File: src/rtl/calc_display_pkg.sv
// calc_display_pkg: shared types and constants for the 7-segment display
// driver and its sequential binary-to-BCD converter.
package calc_display_pkg;

    typedef enum logic [1:0] {IDLE, SHIFT, DONE} conv_state_t;

    localparam int         N_DIGITS  = 8;
    localparam logic [6:0] SEG_BLANK = 7'h7F;

    // Active-low {g,f,e,d,c,b,a} patterns, indexed by hex digit value.
    // Entry 15 is written first because this is a packed concatenation.
    localparam logic [15:0][6:0] SEG_CODES = {
        7'h0E, 7'h06, 7'h21, 7'h46, 7'h03, 7'h08, 7'h10, 7'h00,
        7'h78, 7'h02, 7'h12, 7'h19, 7'h30, 7'h24, 7'h79, 7'h40
    };

endpackage

File: src/rtl/bin2bcd_seq.sv
// bin2bcd_seq: sequential double-dabble converter, 16-bit binary to
// 5 BCD digits. It starts a conversion whenever the input differs from the
// last converted word. The result register changes only when a conversion
// completes, so it never shows a partial result.
//   clk    - system clock
//   reset  - asynchronous, active-high
//   bin    - binary word to convert
//   bcd    - last completed result (5 nibbles, nibble 0 = units)
module bin2bcd_seq
    import calc_display_pkg::*;
(
    input  logic        clk,
    input  logic        reset,
    input  logic [15:0] bin,
    output logic [19:0] bcd
);

    conv_state_t state;
    logic [15:0] bin_sh;
    logic [15:0] last_value;
    logic [15:0] cap;
    logic [19:0] acc;
    logic [19:0] adj;
    logic [3:0]  cnt;

    // Before each shift, add 3 to every nibble >= 5.
    always_comb begin
        adj = acc;
        for (int i = 0; i < 5; i++) begin
            if (acc[4*i +: 4] >= 4'd5)
                adj[4*i +: 4] = acc[4*i +: 4] + 4'd3;
        end
    end

    always_ff @(posedge clk or posedge reset) begin
        if (reset) begin
            state      <= IDLE;
            bin_sh     <= '0;
            last_value <= '0;
            cap        <= '0;
            acc        <= '0;
            cnt        <= '0;
            bcd        <= '0;
        end else begin
            case (state)
                IDLE: begin
                    // Inputs seen while busy are picked up here, so the
                    // final word is always converted.
                    if (bin != last_value) begin
                        bin_sh <= bin;
                        cap    <= bin;
                        acc    <= '0;
                        cnt    <= '0;
                        state  <= SHIFT;
                    end
                end
                SHIFT: begin
                    {acc, bin_sh} <= {adj, bin_sh} << 1;
                    cnt           <= cnt + 4'd1;
                    if (cnt == 4'd15)
                        state <= DONE;
                end
                DONE: begin
                    bcd        <= acc;
                    last_value <= cap;
                    state      <= IDLE;
                end
                default: state <= IDLE;
            endcase
        end
    end

endmodule

File: src/rtl/calc_display_driver.sv
// calc_display_driver: drives an 8-digit multiplexed 7-segment display
// with a 16-bit word, shown as 4 hex digits or 5 unsigned decimal digits,
// with leading zeros blanked.
//   clk      - system clock
//   reset    - asynchronous, active-high
//   value    - word to display
//   dec_mode - 1 = unsigned decimal, 0 = hex
//   an_n     - active-low digit anodes, digit 0 rightmost
//   seg_n    - active-low segments {g,f,e,d,c,b,a}
module calc_display_driver
    import calc_display_pkg::*;
#(
    parameter int REFRESH_DIV = 100000
) (
    input  logic        clk,
    input  logic        reset,
    input  logic [15:0] value,
    input  logic        dec_mode,
    output logic [7:0]  an_n,
    output logic [6:0]  seg_n
);

    localparam int DW = (REFRESH_DIV > 2) ? $clog2(REFRESH_DIV) : 1;

    logic [DW-1:0]              div_cnt;
    logic [2:0]                 idx;
    logic [19:0]                bcd_reg;
    logic [N_DIGITS-1:0][3:0]   digit;
    logic [N_DIGITS-1:0]        lit;
    logic                       any_nz;
    int                         n_rng;
    logic                       wrap;

    bin2bcd_seq u_conv (
        .clk   (clk),
        .reset (reset),
        .bin   (value),
        .bcd   (bcd_reg)
    );

    // Digit mux and leading-zero blanking. Walking from the top digit down,
    // a digit is lit once any in-range digit at or above it is nonzero;
    // digit 0 is always lit so zero shows as "0".
    always_comb begin
        digit = '0;
        if (dec_mode) begin
            digit[4:0] = bcd_reg;
            n_rng      = 5;
        end else begin
            digit[3:0] = value;
            n_rng      = 4;
        end
        any_nz = 1'b0;
        lit    = '0;
        for (int i = N_DIGITS - 1; i >= 0; i--) begin
            if (i < n_rng) begin
                any_nz = any_nz | (digit[i] != 4'd0);
                lit[i] = any_nz | (i == 0);
            end
        end
    end

    assign wrap = (div_cnt == DW'(REFRESH_DIV - 1));

    always_ff @(posedge clk or posedge reset) begin
        if (reset) begin
            div_cnt <= '0;
            idx     <= '0;
            an_n    <= 8'hFF;
            seg_n   <= SEG_BLANK;
        end else if (wrap) begin
            div_cnt <= '0;
            idx     <= idx + 3'd1;
            if (lit[idx]) begin
                an_n  <= ~(8'h01 << idx);
                seg_n <= SEG_CODES[digit[idx]];
            end else begin
                an_n  <= 8'hFF;
                seg_n <= SEG_BLANK;
            end
        end else begin
            div_cnt <= div_cnt + DW'(1);
        end
    end

endmodule

File: config.mk
export PLATFORM = sky130hd
export DESIGN_NAME = calc_display_driver
export DESIGN_NICKNAME = d
export VERILOG_FILES = /design/src/rtl/calc_display_pkg.sv /design/src/rtl/bin2bcd_seq.sv /design/src/rtl/calc_display_driver.sv
export SDC_FILE = /design/constraint.sdc
export NUM_CORES = 1
export LEC_CHECK = 0
export CORE_MARGIN = 1.5
export CORE_UTILIZATION = 40
export CTS_BUF_LIST = sky130_fd_sc_hd__clkbuf_4
export CTS_CLUSTER_SIZE = 24
export DETAILED_ROUTE_END_ITERATION = 6
export GPL_ROUTABILITY_DRIVEN = 1
export GPL_TIMING_DRIVEN = 0
export PLACE_DENSITY = 0.61
export SETUP_SLACK_MARGIN = 0.1
export SLEW_MARGIN = 15
export SYNTH_ARGS = -nofsm -noshare
export SYNTH_HDL_FRONTEND = slang
export SYNTH_SLANG_ARGS = --single-unit
File: constraint.sdc
create_clock -name clk -period 5.9 [get_ports clk]
set_input_delay 1.18 -clock clk [delete_from_list [all_inputs] [get_ports clk]]
set_output_delay 1.18 -clock clk [all_outputs]
set_load 0.02 [all_outputs]
== Word-level counts from Yosys, hierarchy flattened ==
Memories as Yosys holds them, arrays and structs flattened.
Index checks and enable logic that the tools add are counted.

* Flip-flop bits (word level): 129
* ROM bits: 112
* Input port bits: 19
* Output and inout port bits: 15
* Logic and storage cells: 85
* Memories kept: 1

{| class="wikitable"
|+ Memory list
! memory !! depth !! bits a word !! rd ports !! clocked after Yosys merged registers in !! write ports !! RTL line !! source
|-
| (name not given) || 16 || 7 || 1 || 0 || 0 || calc_display_driver.sv:76 || <nowiki>seg_n <= SEG_CODES[digit[idx]];</nowiki>
|}

* Add/subtract/negate cells: 8
* Order comparisons: 12
* Equal/unequal tests: 7
* Shift-type cells: 1
* Mux-type cells: 32
* Bitwise logic cells: 4
* Reduce and logical (&&, ||, !) cells: 9

{| class="wikitable"
|+ Operators by type and width
! operator !! count
|-
| case mux 20 bit (2 select lines) || 1
|-
| two-way mux 16 bit || 2
|-
| case mux 16 bit (2 select lines) || 1
|-
| two-way mux 4 bit || 7
|-
| >= comparator 4 x 3 -> 1 bit, second input constant || 5
|-
| two-way mux 20 bit || 1
|-
| adder 17 x 1 -> 17 bit, second input constant || 1
|-
| equality test 17 bit, second input constant || 1
|-
| two-way mux 17 bit || 1
|-
| adder 4 x 2 -> 4 bit, second input constant || 4
|-
| != test 16 bit || 1
|-
| nonzero test 4 bit || 4
|-
| two-way mux 7 bit || 2
|-
| binary-select mux 4 bit (select 3 bit) || 1
|-
| two-way mux 1 bit || 9
|-
| two-way mux 8 bit || 1
|-
| inverter 8 bit || 1
|-
| case mux 4 bit (2 select lines) || 1
|-
| left shift 1 x 3 -> 8 bit, first input constant || 1
|-
| less-than comparator 1 x 3 -> 1 bit, first input constant || 2
|-
| less-than comparator 2 x 3 -> 1 bit, first input constant || 2
|-
| AND reduction 2 bit || 3
|-
| less-than comparator 4 x 5 -> 1 bit, second input constant || 1
|-
| adder 4 x 1 -> 4 bit, second input constant || 1
|-
| other kinds (15) || 19
|}

== Logic depth before layout (Yosys ltp) ==
Gate-level depths: netlist of run 1.

* Depth in word-level cells: 12
* Mapped depth: 12
* Depth with buffers taken out: 9

== Hierarchy ==
From an unflattened synthesis of run 1, not the netlist that was laid out.

* Cells, all modules: 612
* Area total of the unflattened synthesis: 6,697.7 µm²

{| class="wikitable"
|+ By module, submodules not included
! module !! instances !! cells each !! area an instance (µm²)
|-
| bin2bcd_seq || 1 || 378 || 4,394.2
|-
| calc_display_driver || 1 || 234 || 2,303.5
|}

== Worst setup path before layout of run 1 ==
OpenSTA, ideal clock, no wires.

* Kind: input port to flip-flop
* From: input dec_mode
* To: register seg_n[5]
* Setup time: 0.077 ns
* Arrival: 3.286 ns
* Slack: 2.537 ns
* Stages: 10
* Path buffers: 3
* Cells stage by stage: buf_4 > buf_12 > buf_12 > mux2i_1 > mux4_2 > o21ai_1 > inv_1 > ha_1 > or3_1 > a31oi_1

* Cells in the longest elaborated chain, start to end: 12
* Elaborated cells between the ends (all ways): 29

{| class="wikitable"
|+ RTL lines
! what !! RTL line !! source
|-
| start, declared || calc_display_driver.sv:18 || <nowiki>input logic dec_mode,</nowiki>
|-
| two-way mux 1 bit / two-way mux 4 bit (equally long branches) || calc_display_driver.sv:46 || <nowiki>if (dec_mode) begin</nowiki>
|-
| less-than comparator 3 bit / nonzero test 4 bit (equally long branches) || calc_display_driver.sv:56, calc_display_driver.sv:57 ||
|-
| two-way mux 1 bit || calc_display_driver.sv:56 || <nowiki>if (i < n_rng) begin</nowiki>
|-
| OR 1 bit || calc_display_driver.sv:57 || <nowiki>any_nz = any_nz | (digit[i] != 4'd0);</nowiki>
|-
| two-way mux 1 bit || calc_display_driver.sv:56 ||
|-
| OR 1 bit || calc_display_driver.sv:57 ||
|-
| two-way mux 1 bit || calc_display_driver.sv:56 ||
|-
| OR 1 bit || calc_display_driver.sv:57 ||
|-
| two-way mux 1 bit || calc_display_driver.sv:56 ||
|-
| binary-select mux 1 bit (select 3 bit) || calc_display_driver.sv:74 || <nowiki>if (lit[idx]) begin</nowiki>
|-
| two-way mux 1 bit (not written as such) || calc_display_driver.sv:74 ||
|-
| two-way mux 7 bit (*) || calc_display_driver.sv:74 ||
|-
| end signal, assigned || calc_display_driver.sv:76 ||
|-
| end, declared || calc_display_driver.sv:20 || <nowiki>output logic [6:0] seg_n</nowiki>
|}

Every way passes the cells marked *; elsewhere a longest branch is shown, timed or not. The select of a mux whose other input is x is not followed.
A chain may end at the register's enable or synchronous reset.

== Worst setup path after layout of run 1 ==
* From: input value[1]
* To: register seg_n[6]

* Cells in the longest elaborated chain, start to end: 6

{| class="wikitable"
|+ RTL lines
! what !! RTL line !! source
|-
| start, declared || calc_display_driver.sv:17 || <nowiki>input logic [15:0] value,</nowiki>
|-
| two-way mux 16 bit || calc_display_driver.sv:46 ||
|-
| binary-select mux 4 bit (select 3 bit) || calc_display_driver.sv:76 ||
|-
| two-way mux 4 bit (not written as such) || calc_display_driver.sv:76 ||
|-
| memory (16 x 7 bit) || n/a ||
|-
| two-way mux 7 bit (not written as such) || calc_display_driver.sv:76 ||
|-
| two-way mux 7 bit || calc_display_driver.sv:74 ||
|}

No other way between the ends. The select of a mux whose other input is x is not followed.

==> results of run 1 <==
[worst min path at each step]
| stage | from | end | slack, ns | cells after the start |
|---|---|---|---|---|
| global placement | div_cnt[4] | div_cnt[4] | 0.45 | 1 |
| finish | div_cnt[4] | div_cnt[4] | 0.48 | 1 |
| detailed placement | u_conv.bin_sh[7] | u_conv.bin_sh[7] | 0.47 | 1 |
| CTS | u_conv.bin_sh[7] | u_conv.bin_sh[7] | 0.49 | 1 |
| global route | u_conv.bin_sh[7] | u_conv.bin_sh[7] | 0.51 | 1 |
| floorplan | div_cnt[4] | div_cnt[4] | 0.44 | 1 |
[power breakdown]
group	internal, mW	total (mW)	switching, mW	leakage, nW
combinational	0.614	1.27	0.658	1.46
sequential	1.19	1.41	0.217	1.57
clock	0.296	0.624	0.328	0.153
total	2.10	3.30	1.20	3.19
[worst max-delay path: cells and delay by family]
family	cells	cell delay, ns
AOI/OAI and AO/OA	3	0.65
adders and majority gates	1	0.25
buffers and inverters	2	0.77
muxes	3	0.97
[layer usage]
layer  vias up  global-route usage (%)  wire, µm
li1       2133                       -         -
met1      2267                    25.0      6770
met4         0                    7.58       312
met2        90                    29.5      6590
met3        24                    4.05       570
met5         -                       0         0
[cells by family after synthesis]
group           share of synthesized area (%)
mux                                      12.6
simple gates                             9.88
xor+xnor                                 5.60
buf+inv                                  3.63
fa+ha+maj                                4.48
compound gates                           13.2
flops                                    50.6
[cell type report]
| cell class | count | share of cell area, % |
|---|---|---|
| Sequential cell | 129 | 44.3 |
| Timing Repair Buffer | 33 | 4.75 |
| Clock buffer | 19 | 1.95 |
| Buffer | 31 | 2.25 |
| Clock inverter | 12 | 1.93 |
| Tap cell | 216 | 3.69 |
| Multi-Input combinational cell | 390 | 40.1 |
| Inverter | 18 | 0.991 |
[cells in the final DEF, fill, tap and decap left out, types with 4 or more instances in the layout]
master	netlist	layout
sky130_fd_sc_hd__a21o_1	18	18
sky130_fd_sc_hd__a21oi_1	28	28
sky130_fd_sc_hd__a22o_1	16	16
sky130_fd_sc_hd__a32o_1	5	5
sky130_fd_sc_hd__and3_1	4	4
sky130_fd_sc_hd__clkbuf_1	22	22
sky130_fd_sc_hd__clkbuf_4	0	19
sky130_fd_sc_hd__clkdlybuf4s50_1	0	32
sky130_fd_sc_hd__clkinv_2	0	4
sky130_fd_sc_hd__dfrtp_1	114	114
sky130_fd_sc_hd__dfstp_2	15	15
sky130_fd_sc_hd__ha_1	23	23
sky130_fd_sc_hd__inv_1	18	17
sky130_fd_sc_hd__mux2_2	44	44
sky130_fd_sc_hd__mux2i_1	19	19
sky130_fd_sc_hd__mux4_2	4	4
sky130_fd_sc_hd__nand2_1	43	43
sky130_fd_sc_hd__nand2b_1	7	7
sky130_fd_sc_hd__nand3_1	10	10
sky130_fd_sc_hd__nand4_1	7	7
sky130_fd_sc_hd__nor2_1	35	35
sky130_fd_sc_hd__nor3_1	5	5
sky130_fd_sc_hd__nor4_1	4	4
sky130_fd_sc_hd__o21ai_0	24	24
sky130_fd_sc_hd__o22ai_1	11	11
sky130_fd_sc_hd__o32ai_1	4	4
sky130_fd_sc_hd__or3_1	7	7
sky130_fd_sc_hd__xnor2_1	30	30
sky130_fd_sc_hd__xor2_1	11	11
[metrics by stage]
stage	TNS, ns	util (%)	hold WS, ns	setup slack (ns)
after floorplan	0	-	0.439	1.30
final	0	46.4	0.481	2.54
after CTS	0	46.4	0.490	2.59
after detailed placement	0	44.6	0.465	1.99
after global routing	0	46.4	0.513	2.36
after global placement	-46.02	44.4	0.454	-0.414
[cells in the mapped netlist (all sizes together)]
cell	count
dfrtp	114
nand2b	7
inv	18
buf	9
dfstp	15
a22o	16
nand2	43
a21boi	1
and4	3
o41ai	4
and3	4
a21oi	29
a221o	1
nor2	35
mux2	47
o31ai	2
a31oi	3
nand4	7
o22ai	11
or3b	1
mux4	4
and4bb	1
nor2b	2
nand4b	1
a21o	18
o32ai	4
nor3	5
xnor2	30
nor4	4
mux2i	19
or3	7
xor2	11
o21ai	28
a32o	5
ha	23
o211ai	1
nand3	10
nor4b	1
clkbuf	22
o2111ai	1
nor3b	1
==> flow_summary_export.csv, run 1 <==
group,metric,value,unit
worst_setup_path,worstSetupStartpoint,"value[1]",
worst_setup_path,cpPeakStageDelay,0.63,ns
worst_setup_path,critPathSlowestCell,"sky130_fd_sc_hd__clkdlybuf4s50_1",
worst_setup_path,worst_setup_path_endpoint,"seg_n[6]",
grt,globalRoute.totalOverflow,0,
job,drv.max_cap_violation_count,0,
clock_network,ctsHoldBuffers,0,
place,dp.final_hpwl,10100,µm
yosys,synthesis.instances,568,
final_layout,n_antenna_cell,0,
timing,setup_viol,0,
clock_network,cts.sinks,129,
timing,worst-slew-pin-transition,0.661,ns
timing,report.final.hold_viol_count,0,
final_layout,syn2layout_area_growth,14.1,%
power,pwr_density_cell,451,mW/mm²
grt,grt_pass1_vias,4652,
timing,finClkSkew,0.0291,ns
yosys,ys.warnings.count,0,
power,peakVddDrop,0.000240,V
floorplan,initial_core_util,40.7,%
route,drtIter0Drc,286,
grt,grt_max_degree,66,
timing,number_of_slew_limit_violations_in_the_final_report,0,
final_layout,filler_cell_count,1506,
place,gp_routability_congestion,0.935,
clock_network,clockBufferDepth,2,
floorplan,chipHeight,130,µm
clock_network,cts_tree,"yes",
final_layout,multi_input_combinational_cell_area,0.00294,mm²
worst_setup_path,crit-reg2reg-launch,"idx[1]",
yosys,yosys.area.top_type,"sky130_fd_sc_hd__dfrtp_1",
status,status,"completed",
clock_network,insertion_delay,0.57,ns
grt,global_route_wire_length_before_repair,24000,µm
place,io_buffers,32,
worst_setup_path,worst_setup_path_end_kind,"flop",
route,post_drt_wl_per_cell,16.8,µm
worst_setup_path,r2r_cells,8,
worst_setup_path,setup.reg_to_reg.worst_slack,3.07,ns
grt,gr-usage-all-layers,18.6,%
min_path,hold_path_class,"flop to flop",
worst_setup_path,critPathRequiredTime,6.36,ns
worst_setup_path,path_cells,"clkdlybuf4s50_1 > mux2i_1 > mux4_2 > o21ai_1 > inv_1 > ha_1 > mux2_1 > a21oi_1 > a21oi_1",
grt,antenna_found_initial,0,
floorplan,placement_row_count,46,
clock_network,ctsHtreeMaxLevel,4,
clock_network,clkSlewWorstSetupHoldPaths,0.11,ns
clock_network,cts_root_buf,"sky130_fd_sc_hd__clkbuf_4",
timing,max_clock_freq,298,MHz
yosys,synth_seq_cells,129,
place,placedCellCount,817,
place,post_dp_cell_area,0.00704,mm²
yosys,synth_nets,610,
yosys,synth_top_area_share,44.5,%
worst_setup_path,arrival,3.82,ns
yosys,synth_seq_area_share,50.6,%
final_layout,layout.area.seq,0.00325,mm²
worst_setup_path,critical-path-top-cell-by-count,"sky130_fd_sc_hd__a21oi_1",
power,p_leak,3.19,nW
yosys,synth_area_per_inst,11.3,µm²
route,drt.antenna.violating_nets,0,
floorplan,die-area,0.0168,mm²
clock_network,post_cts_buffers,0,
route,drt-pass1-iter-count,4,
floorplan,core,0.0158,mm²
floorplan,floorplan.io_pins,34,
route,detailroute.via_count,4514,
clock_network,cts_resized,0,
final_layout,post_layout_nonfiller_instances,848,
worst_setup_path,timing.setup.critical_path_class,"input pin to flop",
timing,finalCritPeriodShare,56.9,%
timing,worst_slew_margin_rel,56.0,%
route,detail_route.wirelength,14200,µm
yosys,post_synth_main_area_contributors,"sky130_fd_sc_hd__dfrtp_1 44%, sky130_fd_sc_hd__mux2_2 7.7%, sky130_fd_sc_hd__dfstp_2 6.1%",
yosys,post_synth_cell_types,51,
yosys,netlist_area,0.00642,mm²
route,drc,0,
clock_network,tritoncts_buffers,17,
floorplan,floorplan.die.width,130,µm
final_layout,fin_nets,662,
timing,final.min_clock_period,3.36,ns
route,vias_per_cell,5.32,
worst_setup_path,worst_r2r_endpoint,"seg_n[6]",
power,design_power_total,3.30,mW
worst_setup_path,startpoint_type,"input pin",
timing,grt_setup_unrepaired,"no",
worst_setup_path,path_max_fanout,6,
final_layout,final_layout_size_suffix_gt1_share,16.8,%
final_layout,design_area,0.00732,mm²
Note: power is estimated with default switching activity, not from simulation.
==> run 2, diff against run 1 <==
Clock period 5.9 ns to 3.1 ns, I/O delays scaled along.
==> run 2 against run 1 <==
Net effect: die area stayed put; clock power is 48% higher; via count grew 0.62%; first-iteration DRC count down 18%; combinational power up 90%; wire length is 0.72% lower; critical endpoint is now seg_n[5]; count of clock-buffer cells in the layout increased by 2; total power is 82% higher; clock skew fell by 0.014 ns; largest cell class unchanged.
==> flow_summary_export.csv, run 2 (synthesized netlist as in run 1, its figures left out) <==
group,metric,value,unit
clock_network,tritoncts_buffers,17,
place,io_buffers,32,
power,p_sw_share,37.4,%
route,detailroute.via_count,4542,
worst_setup_path,worst_setup_path_end_kind,"flop",
place,gp_routability_congestion,0.934,
clock_network,clkSlewWorstSetupHoldPaths,0.10,ns
worst_setup_path,critPathRequiredTime,3.57,ns
final_layout,final_layout_size_suffix_gt1_share,16.7,%
clock_network,cts_root_buf,"sky130_fd_sc_hd__clkbuf_4",
job,drv.max_cap_violation_count,0,
worst_setup_path,arrival,3.23,ns
timing,number_of_slew_limit_violations_in_the_final_report,0,
clock_network,cts.sinks,129,
timing,worst_slew_margin_rel,53.1,%
clock_network,insertion_delay,0.55,ns
power,combinationalPowerShare,40.1,%
route,post_drt_wl_per_cell,16.6,µm
floorplan,floorplan.die.width,130,µm
worst_setup_path,path_max_fanout,6,
timing,finClkSkew,0.0152,ns
timing,finalCritPeriodShare,89.2,%
grt,antenna_found_initial,1,
grt,grt_max_degree,37,
timing,report.final.hold_viol_count,0,
clock_network,post_cts_buffers,0,
floorplan,floorplan.io_pins,34,
timing,setup_viol,0,
floorplan,chipHeight,130,µm
final_layout,syn2layout_area_growth,13.4,%
power,seqPwrFrac,44.5,%
clock_network,cts_tree,"yes",
power,power.net_switching,2.25,mW
status,status,"completed",
route,drt.antenna.violating_nets,0,
timing,holdWs,0.469,ns
timing,fin_ws,0.335,ns
route,drt-pass1-iter-count,4,
min_path,hold_path_class,"flop to flop",
floorplan,initial_core_util,40.7,%
clock_network,ctsHtreeMaxLevel,4,
place,dpl_worst_slack,-0.284,ns
grt,global_route_wire_length_before_repair,23500,µm
power,p_leak,3.17,nW
route,vias_per_cell,5.34,
floorplan,core,0.0158,mm²
route,detail_route.wirelength,14100,µm
worst_setup_path,startpoint_type,"input pin",
timing,worst-slew-pin-transition,0.702,ns
grt,grt_pass1_vias,4500,
final_layout,design_area,0.00728,mm²
timing,max_clock_freq,362,MHz
final_layout,fin_nets,664,
worst_setup_path,timing.setup.critical_path_class,"input pin to flop",
place,dp.final_hpwl,10200,µm
final_layout,final_common_cell,"sky130_fd_sc_hd__dfrtp_1",
power,internal_power_contribution,3.76,mW
power,pwr_density_cell,825,mW/mm²
power,p_clk_share,15.4,%
place,post_dp_cell_area,0.00707,mm²
timing,final.min_clock_period,2.76,ns
power,peakVddDrop,0.000444,V
grt,gr-usage-all-layers,18.4,%
floorplan,placement_row_count,46,
route,drtIter0Drc,234,
timing,grt_setup_unrepaired,"no",
clock_network,clockBufferDepth,2,
grt,globalRoute.totalOverflow,0,
final_layout,postLayoutCoreUtil,46.2,%
route,drc,0,
final_layout,layout_common_cells,"114 x sky130_fd_sc_hd__dfrtp_1, 44 x sky130_fd_sc_hd__mux2_2, 43 x sky130_fd_sc_hd__nand2_1",
floorplan,die-area,0.0168,mm²
timing,totalNegativeSetupSlack,0,ns
==> run 2: final timing paths <==
kind | slack, ns | cells past startpoint | start | end
min in group asynchronous | 0.51 | 2 | reset | div_cnt[12]
setup / recovery | 0.34 | 8 | value[1] | seg_n[5]
max in group asynchronous | 1.65 | 4 | reset | seg_n[3]
hold reg to reg | 0.47 | 1 | div_cnt[4] | div_cnt[4]
hold / removal | 0.47 | 1 | div_cnt[4] | div_cnt[4]
setup reg to reg | 0.35 | 7 | idx[1] | seg_n[5]
==> run 2: metrics by stage <==
| step | total power [mW] | cells |
|---|---|---|
| floorplan | 4.47 | 568 |
| global placement | 4.99 | 816 |
| detailed placement | 5.12 | 819 |
| CTS | 6.05 | 850 |
| global route | 6.47 | 851 |
| finish | 6.01 | 851 |
==> run 2: power by group through the flow <==
stage	Combinational, mW	Clock [mW]	Sequential (mW)
floorplan	1.89	0	2.58
global placement	2.32	0	2.67
detailed placement	2.41	0	2.71
CTS	2.42	0.955	2.67
global route	2.68	1.04	2.75
finish	2.41	0.926	2.67
==> run 2: area by class of cell <==
type | count | area, µm²
Tap cell | 216 | 270
Buffer | 31 | 166
Sequential cell | 129 | 3250
Inverter | 18 | 71.3
Antenna cell | 1 | 2.50
Timing Repair Buffer | 35 | 380
Multi-Input combinational cell | 390 | 2940
Clock inverter | 10 | 46.3
Clock buffer | 21 | 158
Fill cell | 1476 | 8490
==> run 2: critical path, stage by stage <==
cell,delay [ns]
sky130_fd_sc_hd__clkdlybuf4s50_1,0.63
sky130_fd_sc_hd__mux2i_1,0.16
sky130_fd_sc_hd__mux4_2,0.50
sky130_fd_sc_hd__o21ai_1,0.39
sky130_fd_sc_hd__inv_1,0.12
sky130_fd_sc_hd__ha_1,0.26
sky130_fd_sc_hd__or3_1,0.37
sky130_fd_sc_hd__a31oi_1,0.18
==> run 2: timing repair <==
action | in CTS | in global routing
setup endpoints to repair | 0 | 3
hold buffers | 0 | 0
resized for setup | 0 | 1
==> run 2: metal layers <==
metal / track usage [%] / wire, µm
met1: 24.0 / 6670
met2: 29.3 / 6710
met3: 5.16 / 517
met4: 6.41 / 242
met5: 0 / 0
==> run 3, diff against run 2 <==
Clock period 3.1 ns to 2.82 ns, I/O delays scaled along.
==> run 3 against run 2 <==
Net effect: hold slack about the same; die area unchanged; total power up 14%; clock skew up 0.011 ns; first-iteration DRC count up 13%; sequential share of layout area down 0.49 points; largest cell class unchanged; largest power group unchanged.
==> flow_summary_export.csv, run 3 (synthesized netlist as in run 1, its figures left out) <==
group,metric,value,unit
status,status,"completed",
route,detailroute.via_count,4560,
worst_setup_path,critPathRequiredTime,3.25,ns
grt,grt_max_degree,36,
grt,grt_pass1_vias,4592,
floorplan,placement_row_count,46,
timing,worst-slew-pin-transition,0.710,ns
place,io_buffers,32,
clock_network,clkSlewWorstSetupHoldPaths,0.11,ns
power,peakVddDrop,0.000456,V
clock_network,clockBufferDepth,2,
floorplan,floorplan.die.width,130,µm
timing,final.min_clock_period,2.59,ns
final_layout,fin_nets,664,
route,drt-pass1-iter-count,5,
floorplan,die-area,0.0168,mm²
final_layout,final_common_cell,"sky130_fd_sc_hd__dfrtp_1",
worst_setup_path,arrival,3.02,ns
grt,globalRoute.totalOverflow,0,
route,drt.antenna.violating_nets,0,
clock_network,cts_root_buf,"sky130_fd_sc_hd__clkbuf_4",
worst_setup_path,crit-reg2reg-launch,"idx[1]",
final_layout,design_area,0.00736,mm²
clock_network,tritoncts_buffers,17,
route,drc,0,
clock_network,insertion_delay,0.54,ns
timing,setup_viol,0,
worst_setup_path,startpoint_type,"input pin",
floorplan,initial_core_util,40.7,%
floorplan,chipHeight,130,µm
place,dp.final_hpwl,10300,µm
grt,gr-usage-all-layers,18.5,%
worst_setup_path,worstSetupStartpoint,"value[14]",
clock_network,cts_tree,"yes",
route,post_drt_wl_per_cell,16.5,µm
power,design_power_total,6.83,mW
final_layout,syn2layout_area_growth,14.7,%
final_layout,final_layout_size_suffix_gt1_share,18.0,%
route,drtIter0Drc,264,
power,p_leak,3.20,nW
floorplan,core,0.0158,mm²
place,post_dp_cell_area,0.00708,mm²
route,detail_route.wirelength,14100,µm
grt,antenna_found_initial,1,
job,drv.max_cap_violation_count,0,
final_layout,layout_common_cells,"114 x sky130_fd_sc_hd__dfrtp_1, 44 x sky130_fd_sc_hd__mux2_2, 43 x sky130_fd_sc_hd__nand2_1",
worst_setup_path,worst_setup_path_end_kind,"flop",
timing,max_clock_freq,386,MHz
route,vias_per_cell,5.35,
timing,finClkSkew,0.0263,ns
timing,report.final.hold_viol_count,0,
clock_network,post_cts_buffers,0,
timing,grt_setup_unrepaired,"yes",
floorplan,floorplan.io_pins,34,
power,pwr_density_cell,928,mW/mm²
clock_network,cts.sinks,129,
place,gp_routability_congestion,0.926,
timing,worst_slew_margin_rel,52.6,%
timing,finalCritPeriodShare,91.9,%
clock_network,ctsHtreeMaxLevel,4,
grt,global_route_wire_length_before_repair,23800,µm
timing,number_of_slew_limit_violations_in_the_final_report,0,
worst_setup_path,timing.setup.critical_path_class,"input pin to flop",
worst_setup_path,path_max_fanout,10,
min_path,hold_path_class,"input pin to asynchronous set/reset pin",
[run 3: worst max-delay path: stages]
cell,delay (ns)
sky130_fd_sc_hd__clkdlybuf4s50_1,0.60
sky130_fd_sc_hd__xnor2_1,0.15
sky130_fd_sc_hd__nand4_1,0.12
sky130_fd_sc_hd__nor4_1,0.08
sky130_fd_sc_hd__nor3_1,0.30
sky130_fd_sc_hd__clkbuf_1,0.45
sky130_fd_sc_hd__clkbuf_2,0.39
sky130_fd_sc_hd__mux2_2,0.37
[run 3: repair_timing]
item / in CTS / in global routing
hold buffers: 0 / 0
setup endpoints to repair: 0 / 19
resized for setup: 0 / 5
[run 3: path summary, 6_finish.rpt]
check                           cells past startpoint  slack, ns                to
worst max-delay path                                8       0.23     u_conv.cap[1]
worst min-delay path                                2       0.47       div_cnt[12]
worst max register to register                      8       0.35          seg_n[6]
worst min register to register                      1       0.49  u_conv.bin_sh[6]
max in group asynchronous                           4       1.43          seg_n[3]
min in group clk                                    1       0.49  u_conv.bin_sh[6]
[run 3: power by group]
group | leakage (nW) | internal (mW) | switching, mW
Clock | 0.147 | 0.531 | 0.701
Sequential | 1.57 | 2.49 | 0.450
Combinational | 1.48 | 1.29 | 1.37
[run 3: layout make-up]
cell class	count	area, µm²
fillers	1530	8410
flip-flops and latches	129	3250
multi-input cells	390	2940
repair buffers	35	380
well taps	216	270
plain buffers	31	169
clock inverters	14	141
clock buffers	18	135
inverters	18	71.3
diodes	1	2.50
[run 3: metal layers]
layer / share of wire [%] / up-vias / track usage, % / wire (µm)
met1: 46 / 2280 / 24.3 / 6420
met2: 47 / 112 / 28.7 / 6600
met5: 0 / - / 0 / 0
li1: - / 2146 / - / -
met4: 1.8 / 0 / 6.73 / 260
met3: 5.7 / 22 / 6.11 / 807
[run 3: through the flow]
| step | setup slack, ns | hold slack (ns) | setup TNS, ns | utilization (%) | std cells |
|---|---|---|---|---|---|
| global route | 0.0988 | 0.486 | 0 | 46.7 | 852 |
| CTS | 0.120 | 0.453 | 0 | 46.6 | 851 |
| finish | 0.229 | 0.470 | 0 | 46.7 | 852 |
| global placement | -0.486 | 0.454 | -68.57 | 44.5 | 816 |
| detailed placement | -0.487 | 0.465 | -17.18 | 44.9 | 819 |
| floorplan | 0.163 | 0.439 | 0 | - | 568 |
